**src/rtl/nco_out_pkg.sv**
```systemverilog
// Shared constants, types and helpers for the NCO serial output sequencer.
package nco_out_pkg;

  localparam int CHUNK_W  = 2;
  localparam int WORD_W   = 12;
  localparam int N_CHUNKS = 6;
  localparam int VLD_LAT  = 7;
  localparam int SAMPLE_W = 2 * WORD_W + 1;

  // A SIGN frame only updates the terminal's sign register; a DATA frame carries a sample.
  typedef enum logic {
    FT_SIGN = 1'b0,
    FT_DATA = 1'b1
  } frame_type_t;

  typedef enum logic [2:0] {
    ST_IDLE  = 3'd0,
    ST_RDY   = 3'd1,
    ST_SHIFT = 3'd2,
    ST_WAITV = 3'd3,
    ST_GAP   = 3'd4
  } state_t;

  typedef struct packed {
    logic              inv;
    logic [WORD_W-1:0] x;
    logic [WORD_W-1:0] y;
  } sample_t;

  // Select 2-bit chunk k of a word, LSB-first.
  function automatic logic [CHUNK_W-1:0] chunk_of(input logic [WORD_W-1:0] w,
                                                  input logic [2:0]        k);
    logic [WORD_W-1:0] sh;
    sh = w >> {k, 1'b0};
    return sh[CHUNK_W-1:0];
  endfunction

endpackage

```
**src/rtl/nco_out_fifo.sv**
```systemverilog
// Small first-word-fall-through sample FIFO between the NCO core and the frame sequencer.
module nco_out_fifo
  import nco_out_pkg::*;
#(
  parameter int DEPTH = 2
) (
  input  logic    clk,
  input  logic    rst,
  input  logic    i_push,
  input  sample_t i_data,
  input  logic    i_pop,
  output sample_t o_head,
  output logic    o_full,
  output logic    o_empty
);

  localparam int AW = $clog2(DEPTH);

  sample_t       r_mem [DEPTH];
  logic [AW:0]   r_wr;
  logic [AW:0]   r_rd;
  logic          w_do_push;
  logic          w_do_pop;

  assign o_empty   = (r_wr == r_rd);
  assign o_full    = (r_wr[AW] != r_rd[AW]) && (r_wr[AW-1:0] == r_rd[AW-1:0]);
  assign w_do_push = i_push && !o_full;
  assign w_do_pop  = i_pop && !o_empty;
  assign o_head    = r_mem[r_rd[AW-1:0]];

  // Pointers carry one extra wrap bit so full and empty are distinguishable; reset flushes.
  always_ff @(posedge clk or posedge rst) begin
    if (rst) begin
      r_wr <= '0;
      r_rd <= '0;
    end else begin
      if (w_do_push) r_wr <= r_wr + {{AW{1'b0}}, 1'b1};
      if (w_do_pop)  r_rd <= r_rd + {{AW{1'b0}}, 1'b1};
    end
  end

  // Sample storage; contents are meaningless until the write pointer covers them.
  always_ff @(posedge clk) begin
    if (w_do_push) r_mem[r_wr[AW-1:0]] <= i_data;
  end

endmodule

```
**src/rtl/nco_out_sequencer.sv**
```systemverilog
// Frame sequencer for the 2-bit serial output terminal: buffers NCO samples, inserts
// sign-set frames when the terminal's lagging sign register must change, shifts data
// LSB-first, and checks the terminal's Vld return.
module nco_out_sequencer
  import nco_out_pkg::*;
#(
  parameter int DEPTH     = 2,
  parameter int FRAME_GAP = 8,
  parameter int CHUNKS    = N_CHUNKS
) (
  input  logic               clk,
  input  logic               rst,
  input  logic               s_valid,
  output logic               s_ready,
  input  logic [WORD_W-1:0]  s_x,
  input  logic [WORD_W-1:0]  s_y,
  input  logic               s_inv,
  output logic               Rdy,
  output logic [CHUNK_W-1:0] Xin,
  output logic [CHUNK_W-1:0] Yin,
  output logic               ISin,
  input  logic               Vld,
  output logic               dout_strb,
  output logic               err,
  output logic [15:0]        frame_cnt
);

  localparam logic [3:0] GAP_LAST   = 4'(FRAME_GAP - 1);
  localparam logic [2:0] CHUNK_LAST = 3'(CHUNKS - 1);

  state_t            r_state;
  state_t            w_next;
  sample_t           w_head;
  sample_t           w_push_data;
  logic              w_full;
  logic              w_empty;
  logic              w_pop;
  logic              w_sign_mismatch;
  logic              w_gap_done;
  logic              w_in_waitv;
  logic [2:0]        r_chunk;
  logic [3:0]        r_gap;
  frame_type_t       r_ftype;
  logic              r_fsign;
  logic [WORD_W-1:0] r_fx;
  logic [WORD_W-1:0] r_fy;
  logic              r_is_m;
  logic              r_is_ok;
  logic              r_err;
  logic              r_dout_strb;
  logic [15:0]       r_frame_cnt;

  assign w_push_data = '{inv: s_inv, x: s_x, y: s_y};
  assign s_ready     = !w_full;

  nco_out_fifo #(
    .DEPTH (DEPTH)
  ) u_fifo (
    .clk     (clk),
    .rst     (rst),
    .i_push  (s_valid),
    .i_data  (w_push_data),
    .i_pop   (w_pop),
    .o_head  (w_head),
    .o_full  (w_full),
    .o_empty (w_empty)
  );

  // The terminal's sign register must already hold the head's invert flag before a DATA
  // frame; an unknown mirror (after reset) always forces a SIGN frame first.
  assign w_sign_mismatch = !r_is_ok || (w_head.inv != r_is_m);
  assign w_pop           = (r_state == ST_RDY) && !w_sign_mismatch;
  assign w_in_waitv      = (r_state == ST_WAITV);
  // r_gap equals the number of cycles since the last Rdy (saturating).
  assign w_gap_done      = (r_gap >= GAP_LAST);

  // State register.
  always_ff @(posedge clk or posedge rst) begin
    if (rst) r_state <= ST_IDLE;
    else     r_state <= w_next;
  end

  // Next-state logic. Once the gap has elapsed, WAITV/GAP pass straight through IDLE to
  // RDY when a sample is waiting, so back-to-back Rdy pulses are exactly FRAME_GAP apart
  // (for FRAME_GAP=8 the GAP state is skipped entirely).
  always_comb begin
    w_next = r_state;
    case (r_state)
      ST_IDLE:  if (!w_empty) w_next = ST_RDY;
      ST_RDY:   w_next = ST_SHIFT;
      ST_SHIFT: if (r_chunk == CHUNK_LAST) w_next = ST_WAITV;
      ST_WAITV,
      ST_GAP: begin
        if (w_gap_done) w_next = w_empty ? ST_IDLE : ST_RDY;
        else            w_next = ST_GAP;
      end
      default:  w_next = ST_IDLE;
    endcase
  end

  // Terminal outputs. In RDY the frame register is not loaded yet, so ISin comes from the
  // head: a SIGN frame sends head.inv, and a DATA frame only happens when head.inv==is_m.
  always_comb begin
    Rdy  = 1'b0;
    Xin  = '0;
    Yin  = '0;
    ISin = 1'b0;
    case (r_state)
      ST_RDY: begin
        Rdy  = 1'b1;
        ISin = w_head.inv;
      end
      ST_SHIFT: begin
        Xin  = chunk_of(r_fx, r_chunk);
        Yin  = chunk_of(r_fy, r_chunk);
        ISin = r_fsign;
      end
      ST_WAITV: ISin = r_fsign;
      default: ;
    endcase
  end

  // Frame control: chunk index, gap counter and frame type/sign captured at Rdy.
  always_ff @(posedge clk or posedge rst) begin
    if (rst) begin
      r_chunk <= '0;
      r_gap   <= '1;
      r_ftype <= FT_SIGN;
      r_fsign <= 1'b0;
    end else if (r_state == ST_RDY) begin
      r_chunk <= '0;
      r_gap   <= 4'd1;
      r_ftype <= w_sign_mismatch ? FT_SIGN : FT_DATA;
      r_fsign <= w_head.inv;
    end else begin
      if (r_state == ST_SHIFT) r_chunk <= r_chunk + 3'd1;
      if (r_gap != 4'hF)       r_gap   <= r_gap + 4'd1;
    end
  end

  // Frame payload; a SIGN frame shifts all-zero chunks.
  always_ff @(posedge clk) begin
    if (r_state == ST_RDY) begin
      r_fx <= w_sign_mismatch ? '0 : w_head.x;
      r_fy <= w_sign_mismatch ? '0 : w_head.y;
    end
  end

  // Vld check, sign mirror, result strobe and data-frame counter.
  always_ff @(posedge clk or posedge rst) begin
    if (rst) begin
      r_is_m      <= 1'b0;
      r_is_ok     <= 1'b0;
      r_err       <= 1'b0;
      r_dout_strb <= 1'b0;
      r_frame_cnt <= '0;
    end else begin
      // Vld must be high exactly in WAITV and nowhere else.
      r_err       <= r_err | (w_in_waitv ^ Vld);
      r_dout_strb <= w_in_waitv && (r_ftype == FT_DATA);
      if (w_in_waitv && Vld) begin
        if (r_ftype == FT_DATA) begin
          r_frame_cnt <= r_frame_cnt + 16'd1;
        end else begin
          r_is_m  <= r_fsign;
          r_is_ok <= 1'b1;
        end
      end
    end
  end

  assign dout_strb = r_dout_strb;
  assign err       = r_err;
  assign frame_cnt = r_frame_cnt;

endmodule

```
**config.mk**
```make
export PLATFORM = sky130hd
export DESIGN_NAME = nco_out_sequencer
export DESIGN_NICKNAME = d
export VERILOG_FILES = /design/src/rtl/nco_out_pkg.sv /design/src/rtl/nco_out_fifo.sv /design/src/rtl/nco_out_sequencer.sv
export SDC_FILE = /design/constraint.sdc
export NUM_CORES = 1
export LEC_CHECK = 0
export ABC_AREA = 1
export BUFFER_PORTS_ARGS = -buffer_cell sky130_fd_sc_hd__buf_2
export CORE_AREA = 2 2 128 130
export CTS_CLUSTER_SIZE = 10
export DETAILED_ROUTE_END_ITERATION = 10
export DIE_AREA = 0 0 130 132
export SYNTH_ARGS = -nofsm -noshare
export SYNTH_HDL_FRONTEND = slang
export SYNTH_SLANG_ARGS = --single-unit
```
**constraint.sdc**
```tcl
create_clock -name clk -period 2.19 [get_ports clk]
set_input_delay 0.219 -clock clk [delete_from_list [all_inputs] [get_ports clk]]
set_output_delay 0.219 -clock clk [all_outputs]
set_load 0.01 [all_outputs]
```
==> results.py, run 1 <==
metrics = {
    "outcome": {
        "status": "completed",
    },
    "logic_synthesis": {
        "synth_top_area_cell": "edfxtp_1",
        "syn_inst": 414,
        "synth.area.top_cells": "edfxtp_1 48%, dfrtp_1 17%, nand2_1 9.5%",
        "syn-num-nets": 448,
        "syn_area_per_cell_um2": 11.26,
        "synth.cell_area_um2": 4662,
        "ys_seq_elements": 110,
        "ys_seq_area_share_pct": 67.10,
        "yosysUniqueCellTypes": 32,
        "synth_top_area_share_pct": 47.67,
        "yosys_warnings": 0,
    },
    "placement": {
        "portBuffers": 53,
        "dpl.hpwl_um": 5802,
        "place_congestion": 0.7993,
    },
    "route": {
        "top_layer_used": "met4",
        "wl_met3_um": 436,
        "firstDrtPassIters": 4,
        "drtIter0Drc": 167,
        "wl_per_cell_um": 12.20,
        "viasPerCell": 4.324,
        "routed_wl_um": 8513,
        "drt-met1-wl_um": 3834,
        "drcViolationCount": 0,
        "antenna_left": 0,
        "met2WireLength_um": 4162,
        "vias": 3018,
    },
    "sta": {
        "slew_headroom_pct": 68.89,
        "rsz0062_at_grt": "no",
        "setup_viol": 0,
        "finalHoldViolations": 0,
        "period_minus_slack_ns": 1.974,
        "finalMaxSlewViolations": 0,
        "fin_crit_sh_pct": 90.13,
        "fmax_ghz": 0.5066,
        "finalSetupTns_ns": 0,
        "holdWs_ns": 0.05455,
        "worst_pin_slew_ns": 0.4666,
        "fin_skew_ns": 0.006853,
    },
    "floorplan": {
        "io-pin-count": 54,
        "die_y_um": 132,
        "die-width_um": 130,
        "die-area_um2": 17160,
        "core_um2": 15710,
        "initial_utilization_pct": 29.67,
        "fp-row-count": 46,
    },
    "worst_setup_path": {
        "crit_buf_inv": 2,
        "slowest_stage": "dfrtp_1",
        "slowest_delay_ns": 0.39,
        "path_cells": "inv_1, nor2_1, o21a_1, o21ai_0, a21oi_1, buf_2",
        "path_delay_family": "compound AO/OA/AOI/OAI gates",
        "critical_path_class": "register to output pin",
        "end_kind": "output pin",
        "timing.rr.start": "r_state[2]",
        "start_kind": "register",
        "cp_max_fo": 6,
        "r2r_end": "frame_cnt[9]",
        "rr_worst_depth": 11,
        "worst-endpoint-arrival_ns": 1.75,
        "worstPathRequired_ns": 1.97,
        "rrSetupSlack_ns": 0.33,
    },
    "cts": {
        "cts_buffers": 9,
        "cts_max_level": 3,
        "cts_sinks": 110,
        "cts_tree": "built",
        "clk_pin_slew_ns": 0.07,
        "clock_latency_ns": 0.35,
        "cts_buffer_depth": 2,
        "post_cts.repair.setup_buffers": 0,
        "cts-root-buf": "clkbuf_16",
    },
    "layout": {
        "final_nets": 511,
        "fin_util_pct": 34.93,
        "syn_to_final_growth_pct": 17.74,
        "layout-drive-gt1-share_pct": 23.03,
        "antennaDiodeCount": 0,
        "fill_cells": 1579,
    },
    "global_routing": {
        "grt_overflow": 0,
        "grt_pass1_vias": 3062,
        "grt_pass1_wl_um": 14370,
        "antenna_found_initial": 0,
        "grt_max_degree": 37,
        "grt_util_all_layers_pct": 10.65,
    },
    "job": {
        "drv_cap": 0,
    },
    "hold_path": {
        "hp-class": "input pin to register",
        "min_from": "s_x[3]",
        "min_path_cells": 1,
        "hold_end": "u_fifo.r_mem[0][15]",
    },
    "pwr": {
        "vdd_drop_max_mv": 0.5795,
        "p_per_area_nw_per_um2": 1302,
        "leakage_nw": 2.262,
    },
}
-- where the power goes --
group          total [mW]  switching (mW)  internal [mW]
logic                2.16            1.45          0.712
clock network        1.55           0.760          0.787
registers            3.44           0.342           3.09
-- cell families after synthesis --
logic type               share of synthesized area [%]
AO/OA/AOI/OAI                                    8.937
XOR/XNOR                                         3.006
adder cells (fa/ha/maj)                          1.342
buffers and inverters                            3.462
flip-flops                                       67.10
AND/OR/NAND/NOR                                  16.16
-- area by class of cell --
cell class	count	area (um2)	share of cell area [%]
multi-input combinational	267	1375	25.05
clock buffer	9	225.2	4.103
timing repair buffer	61	327.8	5.972
clock inverter	7	53.80	0.9802
sequential	110	3129	57.01
inverter	28	107.6	1.960
tap	216	270.3	4.924
-- layout by cell type, fill, tap and decap left out, types with 9 or more instances in the layout --
cell / n
a21oi_1: 14
edfxtp_1: 74
clkbuf_16: 9
xor2_1: 9
nand3_1: 13
o21ai_0: 22
nand2_1: 118
buf_2: 53
dfrtp_1: 31
nor2_1: 34
a21oi_2: 20
inv_1: 25
-- metal layers --
layer / GRT usage [%] / vias up
met4: 2.808 / 0
li1: - / 1523
met3: 3.612 / 8
met2: 18.21 / 60
met1: 12.76 / 1427
met5: 0 / -
-- registers in the layout, indices dropped and copies added (netlist names) --
register	flops
dout_strb	1
err	1
frame_cnt	16
r_chunk	3
r_fsign	1
r_ftype	1
r_fx	12
r_fy	12
r_gap	4
r_is_m	1
r_is_ok	1
r_state	3
u_fifo.r_mem	50
u_fifo.r_rd	2
u_fifo.r_wr	2
-- repair_timing --
| item | in CTS | in global routing |
|---|---|---|
| hold endpoints to repair | 32 | 0 |
| hold buffers | 1 | 0 |
| setup endpoints to repair | 0 | 2 |
| gates resized for setup | 0 | 1 |
-- stage by stage --
stage | worst slack, ns | std cells | power, mW | area, um2
floorplan | 0.1498 | 414 | 5.060 | 4664
global placement | 0.4132 | 681 | 5.632 | 5199
detailed placement | 0.3569 | 681 | 5.700 | 5199
CTS | 0.1196 | 698 | 7.273 | 5488
global route | 0.01320 | 698 | 7.720 | 5489
finish | 0.2162 | 698 | 7.147 | 5489
-- Yosys cell counts (all sizes together) --
cell type / n
o31ai: 1
o22ai: 2
xor2: 9
inv: 28
nor3: 3
nor2: 39
edfxtp: 74
or2: 1
o21a: 4
ha: 5
o21ai: 23
buf: 4
a21oi: 34
dfstp: 4
clkbuf: 5
nand4: 4
nand3: 13
xnor2: 7
nand2: 119
a31oi: 1
dfrtp: 32
nand3b: 2
-- how the worst max path moves through the flow --
stage,slack [ns],depth (start not counted),start,endpoint
3_5_place_dp,0.36,11,r_state[2],frame_cnt[13]
5_1_grt,0.01,6,r_chunk[2],Xin[0]
3_3_place_gp,0.41,11,r_state[2],frame_cnt[13]
4_1_cts,0.12,6,r_chunk[0],Xin[0]
6_report,0.22,6,r_chunk[2],Yin[0]
2_1_floorplan,0.15,5,u_fifo.r_rd[0],u_fifo.r_mem[1][0]
Power figures use the tool's default switching activity.
==> run 2, diff against run 1 <==
CORE_AREA = 2 2 122 136   (was 2 2 128 130)
DIE_AREA = 0 0 124 138   (was 0 0 130 132)
==> results.py, run 2 (synthesis results as in run 1) <==
metrics = {
    "layout": {
        "layout-drive-gt1-share_pct": 23.24,
        "final_nets": 511,
        "antennaDiodeCount": 0,
        "syn_to_final_growth_pct": 17.85,
        "stdcell_area_um2": 5494,
        "fill_cells": 1635,
        "final_cell_mix": "118 x nand2_1, 74 x edfxtp_1, 53 x buf_2",
        "largest_reg_flops": 50,
        "final_common_cell": "nand2_1",
    },
    "placement": {
        "dpl.hpwl_um": 6055,
        "place_congestion": 0.7910,
        "place_area_um2": 5196,
        "portBuffers": 53,
        "pre_cts_ws_ns": 0.3628,
    },
    "sta": {
        "period_minus_slack_ns": 1.966,
        "fmax_ghz": 0.5086,
        "finalHoldViolations": 0,
        "setup_viol": 0,
        "fin_skew_ns": 0.006134,
        "finalMaxSlewViolations": 0,
        "holdWs_ns": 0.05435,
        "worst_pin_slew_ns": 0.4685,
        "finalSetupTns_ns": 0,
        "rsz0062_at_grt": "no",
        "slew_headroom_pct": 68.77,
        "fin_crit_sh_pct": 89.79,
        "worst_slack_ns": 0.2236,
    },
    "global_routing": {
        "grt_overflow": 0,
        "antenna_found_initial": 0,
        "grt_pass1_wl_um": 14630,
        "grt_util_all_layers_pct": 10.88,
        "grt_pass1_vias": 3131,
        "grt_max_degree": 37,
    },
    "cts": {
        "clk_pin_slew_ns": 0.08,
        "cts-root-buf": "clkbuf_16",
        "cts_buffers": 9,
        "cts_max_level": 3,
        "cts_buffer_depth": 2,
        "cts_tree": "built",
        "cts_sinks": 110,
        "clock_latency_ns": 0.35,
        "post_cts.repair.setup_buffers": 0,
    },
    "pwr": {
        "vdd_drop_max_mv": 0.6704,
        "p_per_area_nw_per_um2": 1310,
        "finalPower_mw": 7.198,
        "leakage_nw": 2.270,
    },
    "floorplan": {
        "fp-row-count": 49,
        "die-width_um": 124,
        "die_y_um": 138,
        "io-pin-count": 54,
        "core_um2": 15940,
        "initial_utilization_pct": 29.25,
        "die-area_um2": 17110,
    },
    "worst_setup_path": {
        "path_cells": "inv_2, buf_4, nand2_1, nand3_1, o31ai_1, buf_2",
        "cp_max_fo": 26,
        "worst-endpoint-arrival_ns": 1.75,
        "end_kind": "output pin",
        "critical_path_class": "register to output pin",
        "start_kind": "register",
        "worstPathRequired_ns": 1.97,
        "slowest_delay_ns": 0.62,
        "slowest_stage": "dfrtp_1",
    },
    "outcome": {
        "status": "completed",
    },
    "route": {
        "drcViolationCount": 0,
        "antenna_left": 0,
        "routed_wl_um": 8709,
        "viasPerCell": 4.399,
        "drtIter0Drc": 143,
        "vias": 3018,
        "wl_per_cell_um": 12.70,
        "firstDrtPassIters": 4,
    },
    "hold_path": {
        "hp-class": "input pin to register",
    },
    "job": {
        "drv_cap": 0,
    },
}
## run 2: cell counts in the layout (fill, tap and decap cells not counted)
No cell type changed its count.
## run 2: layer usage
layer  vias to the layer above  GRT usage [%]  wire length (um)
li1                       1520              -                 -
met2                        57          19.29              4488
met1                      1429          12.69              3733
met4                         0          3.430               114
met3                        12          2.805               372
met5                         -              0                 0
## run 2: what timing repair did
| item | CTS | global route |
|---|---|---|
| gates resized for setup | 0 | 1 |
| endpoints found under the hold margin | 32 | 0 |
| setup endpoints to repair | 0 | 2 |
| hold buffers | 1 | 0 |
## run 2: worst max-delay path: cells and delay by family, from the launching register on
kind / cells / cell delay, ns
AOI/OAI and AO/OA: 1 / 0.10
buffers and inverters: 3 / 0.50
DFF: 1 / 0.62
and+or+nand+nor: 2 / 0.19
## run 2: report_power, final
group	internal, mW	total (mW)	switching [mW]
clock	0.796	1.55	0.754
combinational	0.737	2.20	1.46
sequential	3.09	3.45	0.362
total	4.62	7.20	2.58
## run 2: path summary, 6_finish.rpt
check	start	endpoint	slack [ns]	cells past startpoint
max	u_fifo.r_rd[0]	ISin	0.22	6
min reg2reg	r_is_ok	r_is_ok	0.47	2
max reg2reg	r_state[2]	frame_cnt[13]	0.36	11
min	s_x[9]	u_fifo.r_mem[0][21]	0.05	1
max in group asynchronous	rst	r_gap[3]	1.32	4
min in group asynchronous	rst	frame_cnt[10]	0.52	4
## run 2: final cells by class
type	instances	area, um2	share of cell area (%)
Sequential cell	110	3129	56.96
Multi-Input combinational cell	267	1375	25.03
Timing Repair Buffer	61	340.3	6.194
Tap cell	204	255.2	4.646
Clock buffer	9	225.2	4.099
Inverter	28	107.6	1.959
Clock inverter	7	61.31	1.116
## run 2: metrics by stage
stage	cells	util, %
after floorplan	414	-
after global placement	669	32.60
after detailed placement	669	32.60
after CTS	686	34.46
after global routing	686	34.47
final	686	34.47
